## config.mk

```make
export PLATFORM = sky130hd
export DESIGN_NAME = ethernet_tx_flat
export DESIGN_NICKNAME = d
export VERILOG_FILES = /design/src/rtl/ethernet_tx_if.sv /design/src/rtl/ethernet_tx.sv /design/src/flat_wrapper.sv
export SDC_FILE = /design/constraint.sdc
export NUM_CORES = 1
export LEC_CHECK = 0
export BUFFER_PORTS_ARGS = -buffer_cell sky130_fd_sc_hd__buf_4
export CAP_MARGIN = 20
export CORE_MARGIN = 4
export CORE_UTILIZATION = 56
export DETAILED_ROUTE_END_ITERATION = 8
export PLACE_DENSITY = 0.8
export SLEW_MARGIN = 20
export SYNTH_ARGS = -nofsm -noshare
export SYNTH_HDL_FRONTEND = slang
export SYNTH_SLANG_ARGS = --single-unit
```

## constraint.sdc

```tcl
create_clock -name clk -period 3.55 [get_ports clk]
set_clock_uncertainty 0.15 [all_clocks]
set_input_delay 0.8875 -clock clk [delete_from_list [all_inputs] [get_ports clk]]
set_output_delay 0.8875 -clock clk [all_outputs]
set_load 0.03 [all_outputs]
```

## src/rtl/ethernet_tx_if.sv

```systemverilog
// rtl/ethernet_tx_if.sv - payload byte stream into the RMII Ethernet transmitter
interface ethernet_tx_if;
  logic [7:0] axiid;
  logic       axiiv;
  logic       axiil;
  logic       axiir;

  modport master (output axiid, output axiiv, output axiil, input axiir);
  modport slave  (input axiid, input axiiv, input axiil, output axiir);
endinterface

```

## src/rtl/ethernet_tx.sv

```systemverilog
// rtl/ethernet_tx.sv - RMII Ethernet MAC transmitter (preamble, header, payload, pad, FCS, IFG)
// Optional FCS generation is enabled by defining ETH_TX_FCS_EN.
module ethernet_tx #(
  parameter int N = 2
) (
  input  logic          clk,
  input  logic          rst,
  input  logic [47:0]   mac,
  input  logic [47:0]   dst_mac,
  input  logic [15:0]   ethertype,
  input  logic          tx_start,
  ethernet_tx_if.slave  pay,
  output logic          tx_busy,
  output logic          tx_done,
  output logic          tx_err,
  output logic          eth_txen,
  output logic [N-1:0]  eth_txd
);

  if (N != 2) begin : g_bad_width
    $error("ethernet_tx supports only N == 2");
  end

  typedef enum logic [2:0] {S_IDLE, S_PRE, S_HDR, S_PAY, S_PAD, S_FCS, S_IFG} state_t;

`ifdef ETH_TX_FCS_EN
  localparam state_t S_END = S_FCS;
`else
  localparam state_t S_END = S_IFG;
`endif

  state_t        state_q, state_d;
  logic [5:0]    cnt_q, cnt_d;
  logic [111:0]  hdr_q;
  logic [7:0]    byte_q, byte_d;
  logic          last_q, last_d;
  logic [10:0]   bcnt_q, bcnt_d;
  logic          accept, abort, pad_more;
  logic          axiir_q;
  logic          txen_d, busy_d, done_d, err_d, rdy_d;
  logic [N-1:0]  txd_d;
  logic [6:0]    hpos;

  assign pad_more = (bcnt_q < 11'd46);
  assign pay.axiir = axiir_q;

  always_ff @(posedge clk or negedge rst) begin
    if (!rst) begin
      state_q <= S_IDLE;
      cnt_q   <= '0;
      hdr_q   <= '0;
      byte_q  <= '0;
      last_q  <= 1'b0;
      bcnt_q  <= '0;
    end else begin
      state_q <= state_d;
      cnt_q   <= cnt_d;
      byte_q  <= byte_d;
      last_q  <= last_d;
      bcnt_q  <= bcnt_d;
      if (state_q == S_IDLE && tx_start) hdr_q <= {dst_mac, mac, ethertype};
    end
  end

  // cnt counts dibits within the current phase; in PAY/PAD it wraps every byte.
  always_comb begin
    state_d = state_q;
    cnt_d   = cnt_q + 6'd1;
    accept  = 1'b0;
    abort   = 1'b0;
    last_d  = last_q;
    bcnt_d  = bcnt_q;
    byte_d  = byte_q;
    case (state_q)
      S_IDLE: begin
        cnt_d = '0;
        if (tx_start) begin
          state_d = S_PRE;
          last_d  = 1'b0;
          bcnt_d  = '0;
        end
      end
      S_PRE: if (cnt_q == 6'd31) begin
        state_d = S_HDR;
        cnt_d   = '0;
      end
      S_HDR, S_PAY: begin
        if (axiir_q) begin
          cnt_d = '0;
          if (pay.axiiv) begin
            accept  = 1'b1;
            state_d = S_PAY;
          end else begin
            abort   = 1'b1;
            state_d = S_IFG;
          end
        end else if (state_q == S_PAY && cnt_q[1:0] == 2'd3) begin
          cnt_d   = '0;
          state_d = pad_more ? S_PAD : S_END;
        end
      end
      S_PAD: if (cnt_q[1:0] == 2'd3) begin
        cnt_d   = '0;
        state_d = pad_more ? S_PAD : S_END;
      end
      S_FCS: if (cnt_q == 6'd15) begin
        state_d = S_IFG;
        cnt_d   = '0;
      end
      S_IFG: if (cnt_q == 6'd47) begin
        state_d = S_IDLE;
        cnt_d   = '0;
      end
      default: begin
        state_d = S_IDLE;
        cnt_d   = '0;
      end
    endcase
    if (accept) begin
      byte_d = pay.axiid;
      last_d = pay.axiil;
    end
    if (state_d == S_PAD && cnt_d == 6'd0) byte_d = '0;
    if ((state_d == S_PAY || state_d == S_PAD) && cnt_d == 6'd0 && bcnt_q != 11'd2047)
      bcnt_d = bcnt_q + 11'd1;
  end

`ifdef ETH_TX_FCS_EN
  logic [31:0] crc_q, crc_d;

  function automatic logic [31:0] crc_step(input logic [31:0] c, input logic [1:0] d);
    logic [31:0] r;
    r = c;
    for (int i = 0; i < 2; i++)
      r = {1'b0, r[31:1]} ^ ((r[0] ^ d[i]) ? 32'hEDB88320 : 32'h0);
    return r;
  endfunction

  always_comb begin
    crc_d = crc_q;
    if (state_q == S_IDLE)
      crc_d = 32'hFFFFFFFF;
    else if (state_d == S_HDR || state_d == S_PAY || state_d == S_PAD)
      crc_d = crc_step(crc_q, txd_d);
  end

  always_ff @(posedge clk or negedge rst) begin
    if (!rst) crc_q <= 32'hFFFFFFFF;
    else      crc_q <= crc_d;
  end
`endif

  // Header bytes go out MSB byte first, each byte LSB dibit first.
  assign hpos = 7'd104 - {cnt_d[5:2], 3'b000} + {4'b0000, cnt_d[1:0], 1'b0};

  always_comb begin
    txen_d = (state_d == S_PRE) || (state_d == S_HDR) || (state_d == S_PAY) ||
             (state_d == S_PAD) || (state_d == S_FCS);
    busy_d = (state_d != S_IDLE);
    err_d  = abort;
    txd_d  = '0;
    rdy_d  = 1'b0;
    done_d = 1'b0;
    case (state_d)
      S_PRE: txd_d = (cnt_d == 6'd31) ? 2'b11 : 2'b01;
      S_HDR: begin
        txd_d = hdr_q[hpos +: 2];
        rdy_d = (cnt_d == 6'd55);
      end
      S_PAY: begin
        txd_d = byte_d[{cnt_d[1:0], 1'b0} +: 2];
        rdy_d = (cnt_d[1:0] == 2'd3) && !last_d;
`ifndef ETH_TX_FCS_EN
        done_d = (cnt_d[1:0] == 2'd3) && last_d && (bcnt_d >= 11'd46);
`endif
      end
      S_PAD: begin
`ifndef ETH_TX_FCS_EN
        done_d = (cnt_d[1:0] == 2'd3) && (bcnt_d >= 11'd46);
`endif
      end
`ifdef ETH_TX_FCS_EN
      S_FCS: begin
        txd_d  = ~crc_q[{cnt_d[3:0], 1'b0} +: 2];
        done_d = (cnt_d == 6'd15);
      end
`endif
      default: ;
    endcase
  end

  always_ff @(posedge clk or negedge rst) begin
    if (!rst) begin
      eth_txen <= 1'b0;
      eth_txd  <= '0;
      axiir_q  <= 1'b0;
      tx_busy  <= 1'b0;
      tx_done  <= 1'b0;
      tx_err   <= 1'b0;
    end else begin
      eth_txen <= txen_d;
      eth_txd  <= txd_d;
      axiir_q  <= rdy_d;
      tx_busy  <= busy_d;
      tx_done  <= done_d;
      tx_err   <= err_d;
    end
  end

endmodule

```

## src/flat_wrapper.sv

```systemverilog
// flat-port wrapper written by rule: the top's interface ports become plain ports
module ethernet_tx_flat 
#(
  parameter int N = 2
)
  (clk, rst, mac, dst_mac, ethertype, tx_start, tx_busy, tx_done, tx_err, eth_txen, eth_txd, pay_axiid, pay_axiiv, pay_axiil, pay_axiir);
  ethernet_tx_if pay_i ();
  input  logic clk;
  input  logic rst;
  input  logic [47:0] mac;
  input  logic [47:0] dst_mac;
  input  logic [15:0] ethertype;
  input  logic tx_start;
  output logic tx_busy;
  output logic tx_done;
  output logic tx_err;
  output logic eth_txen;
  output logic [N-1:0] eth_txd;
  input wire logic [$bits(pay_i.axiid)-1:0] pay_axiid;
  input wire logic [$bits(pay_i.axiiv)-1:0] pay_axiiv;
  input wire logic [$bits(pay_i.axiil)-1:0] pay_axiil;
  output wire logic [$bits(pay_i.axiir)-1:0] pay_axiir;
  assign pay_i.axiid = pay_axiid;
  assign pay_i.axiiv = pay_axiiv;
  assign pay_i.axiil = pay_axiil;
  assign pay_axiir = pay_i.axiir;
  ethernet_tx #(.N(N)) u_core (.clk(clk), .rst(rst), .mac(mac), .dst_mac(dst_mac), .ethertype(ethertype), .tx_start(tx_start), .pay(pay_i), .tx_busy(tx_busy), .tx_done(tx_done), .tx_err(tx_err), .eth_txen(eth_txen), .eth_txd(eth_txd));
endmodule
```

# Yosys cells after proc, flatten, opt, wreduce, memory -nomap -nowiden

Cells that the tools add are included.
Widths: inputs -> output; s select.

Add/subtract/negate cells: 4
$lt $le $gt $ge: 2
Equality and inequality tests: 19
Shifts and indexed selects: 2
Multiplexer cells: 35
Reductions and logical operators: 19

Operators with widths:

| kind                  | count |
|---|---|
| $shiftx 112x8->2      | 1 |
| $mux 6                | 6 |
| $mux 11               | 3 |
| $pmux 6 s5            | 1 |
| $mux 3                | 8 |
| $pmux 3 s6            | 1 |
| $mux 8                | 2 |
| $eq 3x3->1 const B    | 5 |
| $eq 3x2->1 const B    | 4 |
| $eq 6x5->1 const B    | 2 |
| $eq 6x6->1 const B    | 2 |
| $add 11x1->11 const B | 1 |
| $ge 11x6->1 const B   | 1 |
| $lt 11x6->1 const B   | 1 |
| $ne 11x11->1 const B  | 1 |
| $logic_and 1x1->1     | 9 |
| $mux 1                | 9 |
| $shiftx 8x4->2        | 1 |
| $add 7x3->7           | 1 |
| $sub 7x7->7 const A   | 1 |
| $add 6x1->6 const B   | 1 |
| $eq 3x1->1 const B    | 2 |
| $eq 6x4->1 const B    | 1 |
| $logic_not 6->1       | 1 |
| other kinds (9)       | 16 |

Register bits: 148
Output and inout port bits: 7
Logic and storage cells: 93

# Longest topological paths before layout

Depth after elaboration: 13
Depth in mapped cells: 15
Mapped depth without buffers: 13

# Least setup slack after synthesis

OpenSTA, ideal clock, no wires.

Kind: register to register
Start point: register u_core.axiir_q, in the netlist u_core.pay.axiir
End point: register u_core.tx_done
Library setup time: 0.124 ns
Arrival time: 2.925 ns
Setup slack: 0.351 ns
Cell stages (with the launch flop): 13
Path buffers: 2
Period minus slack after synthesis: 3.199 ns
Path through: dfrtp_1 buf_2 nand2b_1 a21o_1 o211ai_1 and2_1 clkbuf_1 nand4_4 nor2_8 nand3_4 and3_1 or4_1 o31a_1

Word-level cells in the longest chain between the ends: 10
Elaborated cells on any way between the ends: 20

Ends and longest elaborated chain:

| what                                        | line                                   | RTL |
|---|---|---|
| from (decl)                                 | ethernet_tx.sv:39                      | `logic axiir_q;` |
| from (signal assigned)                      | ethernet_tx.sv:203                     | `axiir_q <= rdy_d;` |
| $mux 3                                      | ethernet_tx.sv:88                      | `if (axiir_q) begin` |
| $pmux 3 s6                                  | ethernet_tx.sv:74                      | `case (state_q)` |
| $eq 3x2->1 or $eq 3x3->1 (tied branches)    | ethernet_tx.sv:124, ethernet_tx.sv:164 |  |
| $logic_or 1x1->1                            | ethernet_tx.sv:124                     | `if ((state_d == S_PAY \|\| state_d == S_PAD) && cnt_d == 6'd0 && bcnt_q != 11'd2047)` |
| $logic_and 1x1->1 (2 in series)             | ethernet_tx.sv:124                     |  |
| $mux 11                                     | ethernet_tx.sv:124                     |  |
| $ge 11x6->1                                 | ethernet_tx.sv:174, ethernet_tx.sv:179 |  |
| $logic_and 1x1->1, on equally long branches | ethernet_tx.sv:179, ethernet_tx.sv:174 |  |
| $pmux 1 s2 *                                | ethernet_tx.sv:164                     | `case (state_d)` |
| via u_core.done_d                           | ethernet_tx.sv:40                      | `logic txen_d, busy_d, done_d, err_d, rdy_d;` |
| to (signal assigned)                        | ethernet_tx.sv:205                     | `tx_done <= done_d;` |
| to (decl)                                   | ethernet_tx.sv:14                      | `output logic tx_done,` |

Mark *: on every way through the listed nets, which the timed path passes. The rest lies on a longest branch.
A chain may end at the register's enable or synchronous reset.

# Worst setup path in the final report

Start point: register u_core.cnt_q[0]
End point: register u_core.tx_done

Word-level cells in the longest chain between the ends: 13
Elaborated cells on any way between the ends: 33

Ends and longest elaborated chain:

| what                                                                | line                                   | RTL |
|---|---|---|
| from (decl)                                                         | ethernet_tx.sv:33                      | `logic [5:0] cnt_q, cnt_d;` |
| from (signal assigned)                                              | ethernet_tx.sv:57                      | `cnt_q <= cnt_d;` |
| parallel branches: the longest is 7 deep, another holds $add 6x1->6 | n/a                                    |  |
| $logic_and 1x1->1 * (2 in series)                                   | ethernet_tx.sv:124                     |  |
| $mux 11 *                                                           | ethernet_tx.sv:124                     |  |
| via u_core.bcnt_d[10]                                               | ethernet_tx.sv:37                      | `logic [10:0] bcnt_q, bcnt_d;` |
| $ge 11x6->1 *                                                       | ethernet_tx.sv:174, ethernet_tx.sv:179 |  |
| $logic_and 1x1->1, on equally long branches                         | ethernet_tx.sv:179, ethernet_tx.sv:174 |  |
| $pmux 1 s2 *                                                        | ethernet_tx.sv:164                     |  |
| via u_core.done_d                                                   | ethernet_tx.sv:40                      |  |

Mark *: on every way through the listed nets, which the timed path passes.

==> impl_summary.log <==
[metrics] Chip Height: 124 um
[metrics] Pleak: 5.14 nW
[metrics] Total Neg Setup Slack: 0 ns
[metrics] post-route design area: 0.00952 mm2
[metrics] GR Util All Layers: 0.270
[metrics] async set or reset register ratio after synthesis: 1.00
[metrics] ant diodes: 0
[metrics] outcome: finished, final reports clean
[metrics] Worst Setup Path Type: reg2reg
[metrics] final wirelength: 20600 um
[metrics] per-instance average area after synthesis: 8.20 um2
[metrics] Nets: 1189
[metrics] areal power density over the cells: 383 mW/mm2
[metrics] clock tree from TritonCTS: yes
[metrics] vias: 6896
[metrics] half-perimeter wire length after detailed placement: 14700 um
[metrics] PortBufs: 131
[metrics] initial core utilization: 0.572
[metrics] number of levels in the clock H-tree: 4
[metrics] combined area of the multi-input logic cells: 0.00361 mm2
[metrics] number of clock buffers inserted by TritonCTS: 17
[metrics] number of instances in the synthesized netlist: 923
[metrics] number of enable flip-flop cells after synthesis: 0
[metrics] setup slack, reg-to-reg: 0.15 ns
[metrics] primary flip-flop cell chosen by synthesis mapping: dfrtp_1
[metrics] number of antenna-violating nets in the routed design: 0
[metrics] hold violation total from the final report: 0
[metrics] type of the tightest min-delay check: in2async
[metrics] die outline area: 0.0154 mm2
[metrics] Setup violations, final: 0
[metrics] global-route wire length before repair: 33900 um
[metrics] Cell Area, Synth: 0.00757 mm2
[metrics] number of hold buffers added after CTS: 0
[metrics] # clock sinks: 148
[metrics] placed cell count: 1216
[metrics] register clock-pin slew on the reported worst setup and hold paths: 0.06 ns
[metrics] overflow left after global routing: 0
[metrics] number of cells in the finished layout apart from fillers: 1250
[metrics] Skew-Pair Late Insertion Delay: 0.42 ns
[metrics] Max Buffers Root-to-Sink: 2
[metrics] initial antenna violation count: 0
[metrics] fill cell instance count of the final layout: 1062
[metrics] number of rows created at floorplan: 42
[metrics] DR DRC count: 0
[metrics] violation count after the first detailed-routing iteration: 562
[metrics] dominant cell type by area after synthesis: dfrtp_1
[metrics] max cap viols: 0
[metrics] most frequently used cell type in the post-synthesis netlist: nand2_1
[metrics] clock tree root driver cell: clkbuf_16
[metrics] vias in the first global route: 6833
[metrics] measured slew at the worst slew-check pin: 0.636 ns
[metrics] Warnings, synthesis: 0
[metrics] area growth from synthesis to layout: 25.8%
[metrics] GPL Wtd Cong: 0.901
[metrics] total count of max-transition violations in the final report: 0
[metrics] flop and latch count out of synthesis: 148
[metrics] area of the placeable core: 0.0132 mm2
[metrics] x dimension of the die: 124 um
[metrics] portion of synthesized cell area occupied by the leading cell type: 0.489
[metrics] final critical-path required period: 3.40 ns
[metrics] maximum number of pins on one net before global-route repair: 67
[metrics] number of detailed-route iterations in the first pass: 5
[metrics] Slew Limit Headroom: 0.576
[metrics] post-synthesis cell type count: 75
[metrics] fraction of final layout cells sized beyond drive strength 1: 0.214
[metrics] CP Data Arrival Time: 3.55 ns
[metrics] number of nets produced by synthesis: 1051
[metrics] critical path data required time: 3.70 ns
[metrics] detailed-route vias per instance: 5.52
[metrics] portion of the post-synthesis area used by sequential elements: 0.489
[metrics] Boundary Pins: 132
[metrics] startpoint types: flip-flop
[metrics] ratio of final minimum period to clock period: 0.957
[metrics] worst vdd ir: 0.000371 V
[metrics] area of placed instances: 0.00889 mm2
[metrics] setup repair after global routing missed its margin: no
[metrics] largest cells by area after synthesis: dfrtp_1 49%, nand2_1 21%, mux2i_1 4.1%
[metrics] post-DR wirelength/cell: 16.5 um
[metrics] most numerous cell types in the synthesized netlist: 429 x nand2_1, 148 x dfrtp_1, 45 x nor2_1
[metrics] sort of element at the end of the critical path: flip-flop
[metrics] maximum fanout along the worst path: 9
[metrics] footprint of the flip-flops and latches: 0.00370 mm2
[metrics] highest achievable clock rate: 0.294 GHz
-- power by group --
| group | internal [mW] | switching, mW | total [mW] |
|---|---|---|---|
| Sequential | 1.69 | 0 | 1.69 |
| Clock | 1.12 | 0.696 | 1.81 |
| Combinational | 0.0899 | 0.0541 | 0.144 |
-- critical path: stages, from the launching register on --
cell	delay (ns)
dfrtp_1	0.42
ha_1	0.25
buf_4	0.17
or4b_1	0.53
nand2_1	0.12
o211ai_1	0.09
and2_2	0.29
nand4_4	0.15
nor2_8	0.08
a32o_1	0.27
or4_1	0.52
o31a_1	0.25
-- through the flow --
stage | hold WS (ns) | setup slack [ns] | power, mW | util
2_1_floorplan | 0.287 | 0.351 | 1.72 | -
3_3_place_gp | 0.303 | 0.181 | 1.86 | 0.672
3_5_place_dp | 0.305 | 0.149 | 1.86 | 0.672
4_1_cts | 0.320 | 0.136 | 3.67 | 0.717
5_1_grt | 0.330 | 0.00107 | 3.75 | 0.719
6_report | 0.306 | 0.154 | 3.64 | 0.719
-- final cells by class --
| type | count | area share |
|---|---|---|
| Multi-Input combinational cell | 708 | 0.380 |
| Inverter | 16 | 0.00631 |
| Clock inverter | 10 | 0.0126 |
| Clock buffer | 22 | 0.0509 |
| Tap cell | 176 | 0.0231 |
| Sequential cell | 148 | 0.389 |
| Timing Repair Buffer | 170 | 0.138 |
-- registers in the layout, summed over array words and instances (netlist names) --
register / flops
u_core.eth_txen: 1
u_core.tx_busy: 1
u_core.tx_done: 1
u_core.cnt_q: 6
u_core.last_q: 1
u_core.eth_txd: 2
u_core.pay.axiir: 1
u_core.byte_q: 8
u_core.hdr_q: 112
u_core.bcnt_q: 11
u_core.tx_err: 1
u_core.state_q: 3
-- timing repair --
| action | 4_1_cts | 5_1_grt |
|---|---|---|
| setup endpoints to repair | 0 | 3 |
| gates resized for setup | 0 | 3 |
| setup buffers | 0 | 2 |
-- worst paths after layout --
path / endpoint / cells past startpoint / startpoint
min: u_core.hdr_q[42]$_DFFE_PN0P_ / 1 / rst
min in group clk: u_core.hdr_q[73]$_DFFE_PN0P_ / 2 / u_core.hdr_q[73]$_DFFE_PN0P_
max reg2reg: u_core.tx_done$_DFF_PN0_ / 11 / u_core.cnt_q[0]$_DFF_PN0_
max in group asynchronous: u_core.eth_txd[0]$_DFF_PN0_ / 2 / rst
min reg2reg: u_core.hdr_q[73]$_DFFE_PN0P_ / 2 / u_core.hdr_q[73]$_DFFE_PN0P_
max: u_core.tx_done$_DFF_PN0_ / 11 / u_core.cnt_q[0]$_DFF_PN0_
-- metal layers --
metal | track usage | wire [um] | vias up
met5 | 0 | 0 | -
met4 | 0.0799 | 343 | 0
met3 | 0.0523 | 988 | 27
met2 | 0.442 | 10200 | 233
met1 | 0.367 | 9090 | 3308
li1 | - | - | 3328
-- kinds of logic after synthesis --
group | synth area share
AOI/OAI and AO/OA | 0.0952
xor gates and xnor gates | 0.00463
adders and majority gates | 0.00496
buffers and inverters | 0.0365
DFF | 0.489
muxes | 0.0499
and+or+nand+nor | 0.320
-- cells in the final DEF (no fill, tap or decap), types with 3 or more instances in the layout --
cell | netlist | layout
nor2b_1 | 3 | 3
ha_1 | 3 | 3
clkbuf_16 | 0 | 17
buf_12 | 0 | 3
nand2_1 | 429 | 428
nand3_1 | 30 | 30
nand4_1 | 7 | 7
a31oi_1 | 8 | 7
o21ai_0 | 22 | 22
inv_6 | 0 | 3
o211ai_1 | 3 | 3
and3_1 | 9 | 9
mux2i_1 | 31 | 31
and2_1 | 8 | 6
nand4b_1 | 3 | 3
xnor2_1 | 3 | 3
mux4_2 | 3 | 3
clkbuf_8 | 0 | 4
inv_2 | 2 | 4
a21boi_0 | 4 | 4
buf_4 | 2 | 166
a31o_2 | 3 | 3
nor3_1 | 3 | 3
a211oi_1 | 4 | 4
nand2b_1 | 5 | 5
inv_1 | 13 | 11
dfrtp_1 | 148 | 148
nor2_1 | 45 | 45
a221oi_1 | 4 | 4
o22ai_1 | 6 | 6
a21oi_1 | 15 | 15
Note: power is estimated with default switching activity, not from simulation.
